$ cat src/rtl/hazard_pkg.sv
// Shared types for the hazard controller: forwarding selects, sequencer states
// and the saturating increment used by the optional performance counters.
package hazard_pkg;

  typedef enum logic [1:0] {
    FWD_RF  = 2'b00,
    FWD_MEM = 2'b01,
    FWD_EX  = 2'b10,
    FWD_WB  = 2'b11
  } fwd_sel_e;

  typedef enum logic {
    IDLE    = 1'b0,
    MC_BUSY = 1'b1
  } hc_state_e;

  localparam int PERF_W = 32;

  function automatic logic [PERF_W-1:0] sat_inc(input logic [PERF_W-1:0] v);
    return (v == {PERF_W{1'b1}}) ? v : v + 1'b1;
  endfunction

endpackage

$ cat src/rtl/hazard_ctrl_unit_fwd_select.sv
// Priority comparator for one ID source operand: EX beats MEM beats WB,
// register 0 and unused sources always read the register file.
module fwd_select
  import hazard_pkg::*;
#(
  parameter int REG_AW = 4
) (
  input  logic [REG_AW-1:0] rs_i,
  input  logic              used_i,
  input  logic              ex_valid_i,
  input  logic              ex_regwrite_i,
  input  logic              ex_memread_i,
  input  logic [REG_AW-1:0] ex_rd_i,
  input  logic              mem_regwrite_i,
  input  logic [REG_AW-1:0] mem_rd_i,
  input  logic              wb_regwrite_i,
  input  logic [REG_AW-1:0] wb_rd_i,
  output fwd_sel_e          sel_o
);

  logic rs_live;
  assign rs_live = used_i && (rs_i != '0);

  // A load in EX has no data yet; its consumer waits for the MEM forward.
  always_comb begin
    sel_o = FWD_RF;
    if (rs_live && ex_valid_i && ex_regwrite_i && !ex_memread_i && (ex_rd_i == rs_i))
      sel_o = FWD_EX;
    else if (rs_live && mem_regwrite_i && (mem_rd_i == rs_i))
      sel_o = FWD_MEM;
    else if (rs_live && wb_regwrite_i && (wb_rd_i == rs_i))
      sel_o = FWD_WB;
  end

endmodule

$ cat src/rtl/hazard_ctrl_unit.sv
// Hazard controller: operand forwarding, load-use interlock, multi-cycle EX
// sequencer and memory-wait freeze. Optional perf counters: HAZARD_PERF_EN.
module hazard_ctrl_unit
  import hazard_pkg::*;
#(
  parameter int REG_AW  = 4,
  parameter int NUM_SRC = 2,
  parameter int MC_LAT  = 3
) (
  input  logic                      clk,
  input  logic                      rst_n,
  input  logic [NUM_SRC*REG_AW-1:0] id_rs,
  input  logic [NUM_SRC-1:0]        id_rs_used,
  input  logic                      ex_valid,
  input  logic                      ex_regwrite,
  input  logic                      ex_memread,
  input  logic                      ex_mc,
  input  logic [REG_AW-1:0]         ex_rd,
  input  logic [REG_AW-1:0]         mem_rd,
  input  logic [REG_AW-1:0]         wb_rd,
  input  logic                      mem_regwrite,
  input  logic                      wb_regwrite,
  input  logic                      mem_req,
  input  logic                      mem_ready,
  output logic [NUM_SRC*2-1:0]      fwd_sel,
  output logic                      stall_if,
  output logic                      stall_id,
  output logic                      stall_ex,
  output logic                      stall_mem,
  output logic                      bubble_ex,
  output logic                      bubble_wb,
  output logic                      mc_busy,
  output logic                      dbg_state
`ifdef HAZARD_PERF_EN
  ,
  output logic [PERF_W-1:0]         perf_stall_cycles,
  output logic [PERF_W-1:0]         perf_bubbles
`endif
);

  localparam int CW         = (MC_LAT > 1) ? $clog2(MC_LAT) : 1;
  localparam int CNT_INIT_I = (MC_LAT > 1) ? MC_LAT - 2 : 0;
  localparam logic [CW-1:0] CNT_INIT = CW'(CNT_INIT_I);

  hc_state_e       state_q;
  logic [CW-1:0]   cnt_q;
  logic            mem_wait, mc_start, mc_stall, lu_match, load_use;

  for (genvar i = 0; i < NUM_SRC; i++) begin : g_fwd
    fwd_sel_e sel;
    fwd_select #(.REG_AW(REG_AW)) u_fwd (
      .rs_i           (id_rs[i*REG_AW +: REG_AW]),
      .used_i         (id_rs_used[i]),
      .ex_valid_i     (ex_valid),
      .ex_regwrite_i  (ex_regwrite),
      .ex_memread_i   (ex_memread),
      .ex_rd_i        (ex_rd),
      .mem_regwrite_i (mem_regwrite),
      .mem_rd_i       (mem_rd),
      .wb_regwrite_i  (wb_regwrite),
      .wb_rd_i        (wb_rd),
      .sel_o          (sel)
    );
    assign fwd_sel[i*2 +: 2] = sel;
  end

  always_comb begin
    lu_match = 1'b0;
    for (int i = 0; i < NUM_SRC; i++)
      if (id_rs_used[i] && (id_rs[i*REG_AW +: REG_AW] == ex_rd)) lu_match = 1'b1;
  end

  assign mem_wait = mem_req && !mem_ready;
  assign mc_start = (state_q == IDLE) && ex_valid && ex_mc && (MC_LAT > 1) && !mem_wait;
  // The final MC cycle (cnt==0) does not stall, so a load-use may bubble there.
  assign mc_stall = mc_start || ((state_q == MC_BUSY) && (cnt_q != '0));
  assign load_use = ex_valid && ex_memread && (ex_rd != '0) && lu_match &&
                    !mem_wait && !mc_stall;

  assign stall_if  = mem_wait || mc_stall || load_use;
  assign stall_id  = mem_wait || mc_stall || load_use;
  assign stall_ex  = mem_wait || mc_stall;
  assign stall_mem = mem_wait;
  assign bubble_ex = load_use;
  assign bubble_wb = mem_wait;
  assign mc_busy   = (state_q == MC_BUSY) || mc_start;
  assign dbg_state = (state_q == MC_BUSY);

  always_ff @(posedge clk or negedge rst_n) begin
    if (!rst_n) begin
      state_q <= IDLE;
      cnt_q   <= '0;
    end else if (!mem_wait) begin
      case (state_q)
        IDLE: begin
          if (mc_start) begin
            state_q <= MC_BUSY;
            cnt_q   <= CNT_INIT;
          end
        end
        MC_BUSY: begin
          if (cnt_q != '0) cnt_q <= cnt_q - CW'(1);
          else             state_q <= IDLE;
        end
        default: state_q <= IDLE;
      endcase
    end
  end

`ifdef HAZARD_PERF_EN
  always_ff @(posedge clk or negedge rst_n) begin
    if (!rst_n) begin
      perf_stall_cycles <= '0;
      perf_bubbles      <= '0;
    end else begin
      if (stall_if)  perf_stall_cycles <= sat_inc(perf_stall_cycles);
      if (bubble_ex) perf_bubbles      <= sat_inc(perf_bubbles);
    end
  end
`endif

endmodule

$ cat config.mk
export PLATFORM = sky130hd
export DESIGN_NAME = hazard_ctrl_unit
export DESIGN_NICKNAME = d
export VERILOG_FILES = /design/src/rtl/hazard_pkg.sv /design/src/rtl/hazard_ctrl_unit_fwd_select.sv /design/src/rtl/hazard_ctrl_unit.sv
export SDC_FILE = /design/constraint.sdc
export NUM_CORES = 1
export LEC_CHECK = 0
export ABC_AREA = 1
export ABC_CLOCK_PERIOD_IN_PS = 1800
export CORE_MARGIN = 3
export CORE_UTILIZATION = 33
export CTS_CLUSTER_DIAMETER = 100
export DETAILED_ROUTE_END_ITERATION = 7
export GPL_ROUTABILITY_DRIVEN = 0
export PLACE_DENSITY = 0.67
export SYNTH_ARGS = -nofsm -noshare
export SYNTH_HDL_FRONTEND = slang
export SYNTH_HIERARCHICAL = 1
export SYNTH_SLANG_ARGS = --single-unit
export TNS_END_PERCENT = 10
$ cat constraint.sdc
create_clock -name clk -period 1.8 [get_ports clk]
set_clock_uncertainty 0.2 [all_clocks]
set_input_delay 0.27 -clock clk [delete_from_list [all_inputs] [get_ports clk]]
set_output_delay 0.27 -clock clk [all_outputs]
set_load 0.05 [all_outputs]
After elaboration in Yosys (flattened, before gate mapping)
Index checks and enable logic that the tools add are counted.
{ "word_totals": {"register_bits": 3, "latchBits": 0, "ram_bits": 0, "romBits": 0, "in_bits": 32, "output_inout_bits": 12, "word_cells": 72, "n_memories": 0} }
{ "classes": {"add_sub_neg": 1, "mul": 0, "n_div": 0, "magnitude_cmp": 0, "n_eq_ne": 10, "shift": 0, "n_mux": 14, "bitwise": 2, "reduce_logical": 43} }
{ "op_table": {"columns": ["operator", "count"], "rows": [
  ["4-bit == test", 8],
  ["1-bit logical AND", 30],
  ["2-bit 2-to-1 mux", 8],
  ["4-bit nonzero test", 3],
  ["1-bit logical NOT", 4],
  ["1-bit logical OR", 4],
  ["1-bit 2-to-1 mux", 4],
  ["2-bit one-hot mux with 2 select lines", 1],
  ["3-bit AND reduction", 1],
  ["2-bit by 1-bit != test with 1-bit output (second input constant)", 1],
  ["2-bit != test (second input constant)", 1],
  ["1-bit NOT", 2],
  ["1-bit one-hot mux with 2 select lines", 1],
  ["2-bit nonzero test", 1],
  ["2-bit by 1-bit subtractor with 2-bit output (second input constant)", 1]
]} }

Logic depth before layout (Yosys ltp)
Gate-level depths: netlist of the first run.
{ "logic_depth": {"depth_word": 8, "ltp_mapped": 9, "ltp_nobuf": 8} }

Hierarchy
The synthesis of the first run kept the hierarchy.
{ "by_module_without_submodules": {"columns": ["module", "instances", "cells_each", "area_each_um2", "seq_area_each_um2"], "rows": [
  ["fwd_select", 2, 65, 280.3, 0.0],
  ["hazard_ctrl_unit", 1, 66, 376.6, 75.1]
]} }

Worst setup path after synthesis of the first run
OpenSTA, ideal clock, no wires.
{ "synth_path": {"kind": "register to output", "startpoint": "reg state_q, in the netlist dbg_state", "endpoint": "out stall_if", "arrival_time_ps": 2004, "required_time_ps": 1330, "setup_slack_ps": -674, "path_stages_with_launch": 8, "n_path_buf": 1, "cell_sequence": "dfrtp_1 inv_2 nand3_2 nand3_2 nor2_1 nand2_1 nand2_1 buf_4"} }
{ "synth_between": {"word_cells_on_any_way": 10, "cone_classes": "bitwise: 1; reduce/logical: 9"} }
{ "synth_lines": {"columns": ["item", "line", "text"], "rows": [
  ["start: declaration", "hazard_ctrl_unit.sv:45", "hc_state_e state_q;"],
  ["start signal: assignment", "hazard_ctrl_unit.sv:91", "state_q <= IDLE;"],
  ["start signal: assignment", "hazard_ctrl_unit.sv:97", "state_q <= MC_BUSY;"],
  ["start signal: assignment", "hazard_ctrl_unit.sv:103", "else state_q <= IDLE;"],
  ["1-bit NOT", null, null],
  ["1-bit logical AND (3 in series)", "hazard_ctrl_unit.sv:74", "assign mc_start = (state_q == IDLE) && ex_valid && ex_mc && (MC_LAT > 1) && !mem_wait;"],
  ["1-bit logical OR *", "hazard_ctrl_unit.sv:76", "assign mc_stall = mc_start || ((state_q == MC_BUSY) && (cnt_q != '0));"],
  ["1-bit logical OR *", null, null],
  ["via stall_ex", "hazard_ctrl_unit.sv:28", "output logic stall_ex,"],
  ["1-bit logical OR *", "hazard_ctrl_unit.sv:80", "assign stall_if = mem_wait || mc_stall || load_use;"],
  ["end: declaration", "hazard_ctrl_unit.sv:26", "output logic stall_if,"]
]} }
Mark *: on every way through the listed nets, which the timed path passes. The rest lies on a longest branch.

Final worst setup path of the first run
{ "layout_path": {"startpoint": "in mem_ready", "endpoint": "out stall_if"} }
{ "layout_between": {"elab_chain_len": 8, "word_cells_on_any_way": 10, "cone_classes": "reduce/logical: 10"} }
{ "layout_rtl": {"columns": ["item", "line", "text"], "rows": [
  ["start: declaration", "hazard_ctrl_unit.sv:24", "input logic mem_ready,"],
  ["1-bit logical NOT *", "hazard_ctrl_unit.sv:73", "assign mem_wait = mem_req && !mem_ready;"],
  ["1-bit logical AND *", "hazard_ctrl_unit.sv:73", null],
  ["1-bit logical NOT", null, null],
  ["1-bit logical AND", "hazard_ctrl_unit.sv:74", null],
  ["1-bit logical OR", "hazard_ctrl_unit.sv:76", null],
  ["1-bit logical NOT", "hazard_ctrl_unit.sv:78", "!mem_wait && !mc_stall;"],
  ["1-bit logical AND", "hazard_ctrl_unit.sv:78", null],
  ["1-bit logical OR *", "hazard_ctrl_unit.sv:80", null]
]} }
Mark *: on every way between the ends. The rest lies on a longest branch, timed or not.

==> run metrics, run 1 <==
IO Count=44; Min-Delay Path Class=in2async; status=finished, violations left; row count=18; initial antenna violation count=0; Reg-to-Reg End=cnt_q[0]; core area=2590 sq um; Worst VDD drop=1.50 mV; logic gate share of total power=79.3%; DR WL/cell=9.53 microns; average instance area after synthesis=4.78 sq um; CTS root buf=clkbuf_4; final instance area=1710 sq um; adder-cell share of the synthesized area=1.34%; Yosys warnings=6; Switching Fraction=48.1%; H-tree depth=1; Crit Path Max Fanout=3; Post-Syn Area=937 sq um; Syn-to-layout area delta=82.2%; Seq pwr share=10.4%; Mapped Nets=229; Setup crit end=stall_if; Die Y=59.3 microns; largest net degree at the start of global routing=8; static leakage=0.957 nW; nets=296; HPWL after DPL=2.42 mm; cell count after synthesis=196; crit share post-route=105%; Horiz. Die Dim=59.3 microns; dpl ws=-0.409 ns; First DRT Iteration DRCs=25; maxcap violations=0; Total Die Area=3520 sq um; setup TNS=-0.261 ns; sequential area share after synthesis=8.01%; R2R Setup Slk=0.16 ns; Slew Limit Fails=0; first-pass GRT wire length=4.94 mm; clk buf depth=2; CP arrival=1.41 ns; final setup fails=4; proportion of synthesized area in mux cells=0%; main combinational cell family by area after synthesis=simple AND/OR/NAND/NOR gates; Sw Pwr=569 uW; share of layout cells above drive strength 1=31.3%; minimum clock period=1.88 ns; WS Path Type=in2out; Min Hold Slack=0.00907 ns; worst flop-to-flop path startpoint=cnt_q[0]; Buffers on Ports=43; setup ws final=-0.0815 ns; total power divided by cell area=692 nW/um^2; via count=1,262; starting density of the core=36.2%; Internal Power=613 uW; Distinct cells, synth=20; Remaining DRCs=0; worst slew pin tran=0.235 ns; CP Launch Point=mem_ready; Clk Latency, worst-skew pair=0.24 ns; Final Hold Fails=0; Layout Cells excl Fill=292; # hold bufs at CTS=0; CTS clk-pin slew, worst paths=0.04 ns; dpl cell area=1640 sq um; r2r worst-path depth=10; DRT Pass-1 Iters=4; placed cells=284; Setup crit start kind=primary input; diodes inserted=0; simple-gate share of the synthesized area=56.5%; Via density=4.32; clock sink count=3; clock network fraction of total power=10.3%; failing checks=negative setup slack; WP data required=1.33 ns; XOR/XNOR Fraction of Synth Area=7.48%; FF+latch count, synth=3; unrepaired setup endpoints after global routing=true; cts bufs inserted=3; total wire length=2.78 mm; crit end category=primary output; GRT Residual Overflow=0; Final ANT Viol Nets=0; gr usage total=17.6%; compound-cell area share of the yosys netlist=7.48%; CTS tree=done; vias in the first global route=1,216; Achievable Freq=532 MHz; Max-Slew Margin vs Limit=84.2%
-- Yosys cell counts, drive strengths merged --
| library cell | number | area, sq um |
|---|---|---|
| nand2 | 78 | 298 |
| inv | 44 | 165 |
| nor2 | 33 | 149 |
| nand3 | 12 | 70.1 |
| o21ai | 7 | 35.0 |
| xnor2 | 6 | 52.6 |
| a21oi | 5 | 28.8 |
| dfrtp | 3 | 75.1 |
| buf | 2 | 15.0 |
| nand4 | 2 | 12.5 |
| xor2 | 2 | 17.5 |
| ha | 1 | 12.5 |
| o22ai | 1 | 6.26 |
-- layout by cell type (no fill, tap or decap), drive strengths merged --
cell / n
nor2: 33
dfrtp: 3
nand4: 2
buf: 36
o21ai: 7
ha: 1
o22ai: 1
a21oi: 5
nand2: 78
xnor2: 6
dlygate4sd2: 16
clkbuf: 6
clkdlybuf4s50: 4
nand3: 12
clkdlybuf4s15: 6
inv: 44
xor2: 2
-- logic make-up after synthesis --
logic type | count (synthesis)
AND/OR/NAND/NOR | 125
adder cells (fa/ha/maj) | 1
AO/OA/AOI/OAI | 13
flip-flops | 3
XOR/XNOR | 8
buffers and inverters | 46
-- what timing repair did --
item                       4_1_cts  5_1_grt
cloned                           0        0
buffers inserted                 2        2
pin swaps                       18        5
setup endpoints to repair        9        9
resized for setup               58       13
-- per-stage QoR --
step                power (mW)  util (%)
floorplan                0.595         -
global placement         0.974      63.4
detailed placement       0.984      63.4
CTS                       1.14      64.9
global route              1.27      65.9
finish                    1.18      65.9
-- power groups by stage --
stage               sequential (mW)  clock [mW]  combinational [mW]
floorplan                     0.156           0               0.439
global placement              0.122           0               0.852
detailed placement            0.122           0               0.863
CTS                           0.120       0.122               0.895
global route                  0.126       0.134                1.01
finish                        0.123       0.122               0.937
-- cell type report --
cell class	count	area [sq um]
timing repair buffer	64	661
fill	243	882
sequential	3	76.3
tap	30	37.5
multi-input combinational	147	742
inverter	44	165
clock buffer	4	26.3
-- metal layers --
layer  global-route usage (%)  wire, microns  share of wire, %  up-vias
li1                         -              -                 -      712
met2                     26.5           1160                42       45
met5                        0              0                 0        -
met4                     3.56             18              0.65        0
met1                     25.0           1410                51      501
met3                     4.58            193               6.9        4
-- state kept, by name (all words and copies together) (netlist names) --
signal,flops
cnt_q,2
dbg_state,1
-- worst min path at each step --
| stage | from | endpoint | slack [ns] | cells after the start |
|---|---|---|---|---|
| 5_1_grt | rst_n | dbg_state | 0.03 | 1 |
| 6_report | rst_n | dbg_state | 0.009 | 1 |
| 3_3_place_gp | cnt_q[0] | cnt_q[0] | 0.26 | 1 |
| 2_1_floorplan | rst_n | cnt_q[0] | -0.23 | 0 |
| 4_1_cts | rst_n | dbg_state | 0.02 | 1 |
| 3_5_place_dp | rst_n | cnt_q[1] | 0.27 | 1 |
-- critical path, stage by stage --
cell,delay [ns]
clkdlybuf4s50_1,0.50
nor2_4,0.05
inv_2,0.07
nand3_4,0.09
nor2_4,0.11
nand2_2,0.08
nand2_4,0.10
buf_12,0.14
No activity file was read; power rests on OpenSTA's default activity.
==> run 2, diff against run 1 <==
Settings changed: ABC_CLOCK_PERIOD_IN_PS 1800 to unset, PLACE_DENSITY 0.67 to 0.69, SYNTH_HIERARCHICAL 1 to unset.
==> run metrics, run 2 <==
status=finished, violations left; failing checks=negative setup slack; Remaining DRCs=0 (unchanged); Post-synth ARST share=100% (unchanged); Post-synth top cells=nand2_1 (72), inv_1 (28), nor2_1 (18), nand3_1 (6), nor2_2 (6); max reg flops=2 (unchanged); Syn-to-layout area delta=89.9%; minimum clock period=1.91 ns (+0.0247 ns); cts bufs inserted=3 (unchanged); final setup fails=6 (+2); total power divided by cell area=720 nW/um^2 (+4.0%); Final ANT Viol Nets=0 (unchanged); CTS clk-pin slew, worst paths=0.03 ns (about the same); CTS tree=done; IO Count=44 (unchanged); DRT Pass-1 Iters=4 (unchanged); CP Cell Sequence=clkdlybuf4s50_1 -> nor2_4 -> inv_2 -> nand3_4 -> nor2_2 -> nand2_2 -> nand2_4 -> buf_12; setup ws final=-0.106 ns (-0.0247 ns); commonest non-fill, non-tap cell in the layout=nand2_1; worst slew pin tran=0.203 ns (-0.0317 ns); Post-Syn Area=828 sq um (-12%); H-tree depth=1 (unchanged); Distinct cells, synth=20 (unchanged); # hold bufs at CTS=0 (unchanged); starting density of the core=36.1% (-0.13 points); diodes inserted=0 (unchanged); Setup crit start kind=primary input; WS Path Type=in2out; CP arrival=1.44 ns (+0.03 ns); Die Y=56.1 microns (-5.4%); dpl ws=-0.368 ns (+0.0413 ns); core area=2300 sq um (-11%); most frequent cells in the layout=nand2_1 (66), inv_1 (18), inv_2 (15), dlygate4sd2_1 (15); Primary FF master, synth=dfrtp_1; HPWL after DPL=2.39 mm (-1.2%); WP data required=1.33 ns (about the same); average instance area after synthesis=4.96 sq um (+3.7%); row count=17 (-1); FF+latch count, synth=3 (unchanged); Min-Delay Path Class=in2async; DR WL/cell=11.3 microns (+19%); placed cells=245 (-14%); nets=257 (-13%); crit end category=primary output; post-layout util=68.5% (+2.5 points); count leader, synth=nand2_1; largest net degree at the start of global routing=6 (-2); setup TNS=-0.444 ns (-0.183 ns); GRT Residual Overflow=0 (unchanged); clk buf depth=2 (unchanged); Yosys warnings=0 (-6); static leakage=0.842 nW (-12%); gr usage total=18.0% (+0.39 points); via count=1,155 (-8.5%); Most flops, register=cnt_q; sequential area share after synthesis=9.06% (+1.1 points); area leader, netlist=nand2_1; Final Hold Fails=0 (unchanged); First DRT Iteration DRCs=29 (+16%); Layout Cells excl Fill=251 (-14%); Horiz. Die Dim=56.1 microns (-5.4%); Worst VDD drop=0.996 mV (-34%); Slew Limit Fails=0 (unchanged); top cell type's share of synthesized area=32.6% (+2.2 points); share of layout cells above drive strength 1=39.0% (+7.7 points); Buffers on Ports=43 (unchanged); total wire length=2.84 mm (+1.9%); crit share post-route=106% (+1.4 points); Synth area leaders=nand2_1 (33%), inv_1 (13%), dfrtp_1 (9.1%); Via density=4.60 (+6.5%); CTS root buf=clkbuf_4; first-pass GRT wire length=4.75 mm (-3.9%); maxcap violations=0 (unchanged); Crit Path Max Fanout=3 (unchanged); cell count after synthesis=167 (-15%); Total Die Area=3150 sq um (-10%); worst flop-to-flop path startpoint=cnt_q[1]; unrepaired setup endpoints after global routing=true; Clk Latency, worst-skew pair=0.23 ns (about the same); vias in the first global route=1,199 (-1.4%); Mapped Nets=200 (-13%); CP Launch Point=mem_ready; number of synthesized flops with an enable pin=0 (unchanged); Max stage delay on crit path=0.50 ns (about the same); Max-Slew Margin vs Limit=86.4% (+2.2 points); Achievable Freq=525 MHz (-1.3%); clock sink count=3 (unchanged); initial antenna violation count=0 (unchanged); slowest CP cell=clkdlybuf4s50_1
run 2: cell types whose count changed after synthesis, moves of 2 or more:
| cell | change |
|---|---|
| inv_1 | -10 |
| nand2_2 | +3 |
| nand2_1 | -4 |
| nor2_1 | -7 |
| xnor2_1 | -6 |
| xor2_1 | +3 |
| nor2_4 | +2 |
| nand3_1 | -4 |
| o21ai_1 | -3 |
run 2: what timing repair did:
action	in CTS	in global routing
gates resized for setup	50	25
setup buffers	1	1
endpoints found under the setup margin	9	9
pin swaps	14	15
run 2: path summary, 6_finish.rpt:
kind | to | slack (ns) | cells past startpoint
worst max-delay path | stall_id | -0.11 | 8
worst min-delay path | cnt_q[0] | 0.03 | 1
worst max register to register | cnt_q[1] | 0.22 | 9
worst min register to register | cnt_q[0] | 0.38 | 2
max in group asynchronous | dbg_state | 1.22 | 1
min in group clk | cnt_q[0] | 0.38 | 2
run 2: logic make-up after synthesis:
family                     after synthesis  share of synthesized area [%]
buffers and inverters                   35                           16.8
AOI/OAI and AO/OA                       10                           7.40
and+or+nand+nor                        113                           60.0
xor gates and xnor gates                 5                           5.29
DFF                                      3                           9.06
adders and majority gates                1                           1.51
run 2: worst max-delay path: cells and delay by family:
family	cells	cell delay (ns)
buf+inv	3	0.72
simple gates	5	0.45
run 2: cell type report:
class	instances	area (sq um)
Inverter	33	124
Fill cell	211	724
Clock buffer	4	26.3
Multi-Input combinational cell	129	732
Tap cell	28	35.0
Timing Repair Buffer	54	579
Sequential cell	3	76.3
run 2: power by group:
part | internal [mW] | total (mW) | switching [mW]
registers | 0.0976 | 0.123 | 0.0250
logic | 0.397 | 0.897 | 0.501
clock network | 0.0827 | 0.113 | 0.0299
total | 0.577 | 1.13 | 0.556
run 2: per-stage QoR:
step	area (sq um)	hold WS (ns)	total power, mW
final	1570	0.0270	1.13
after global routing	1570	0.0176	1.20
after CTS	1550	0.0194	1.07
after detailed placement	1490	0.264	0.930
after global placement	1490	0.259	0.913
after floorplan	870	-0.226	0.571
run 2: metal layers:
layer	track usage, %	up-vias	routed length, microns
li1	-	606	-
met5	0	-	0
met1	21.2	517	1170
met4	4.07	0	21
met3	0.464	2	116
met2	35.1	30	1520
==> run 3, diff against run 2 <==
Settings changed: CTS_CLUSTER_DIAMETER 100 to unset.
==> results of run 3 <==
The final DEF is identical to that of run 2; final timing and power are the same.
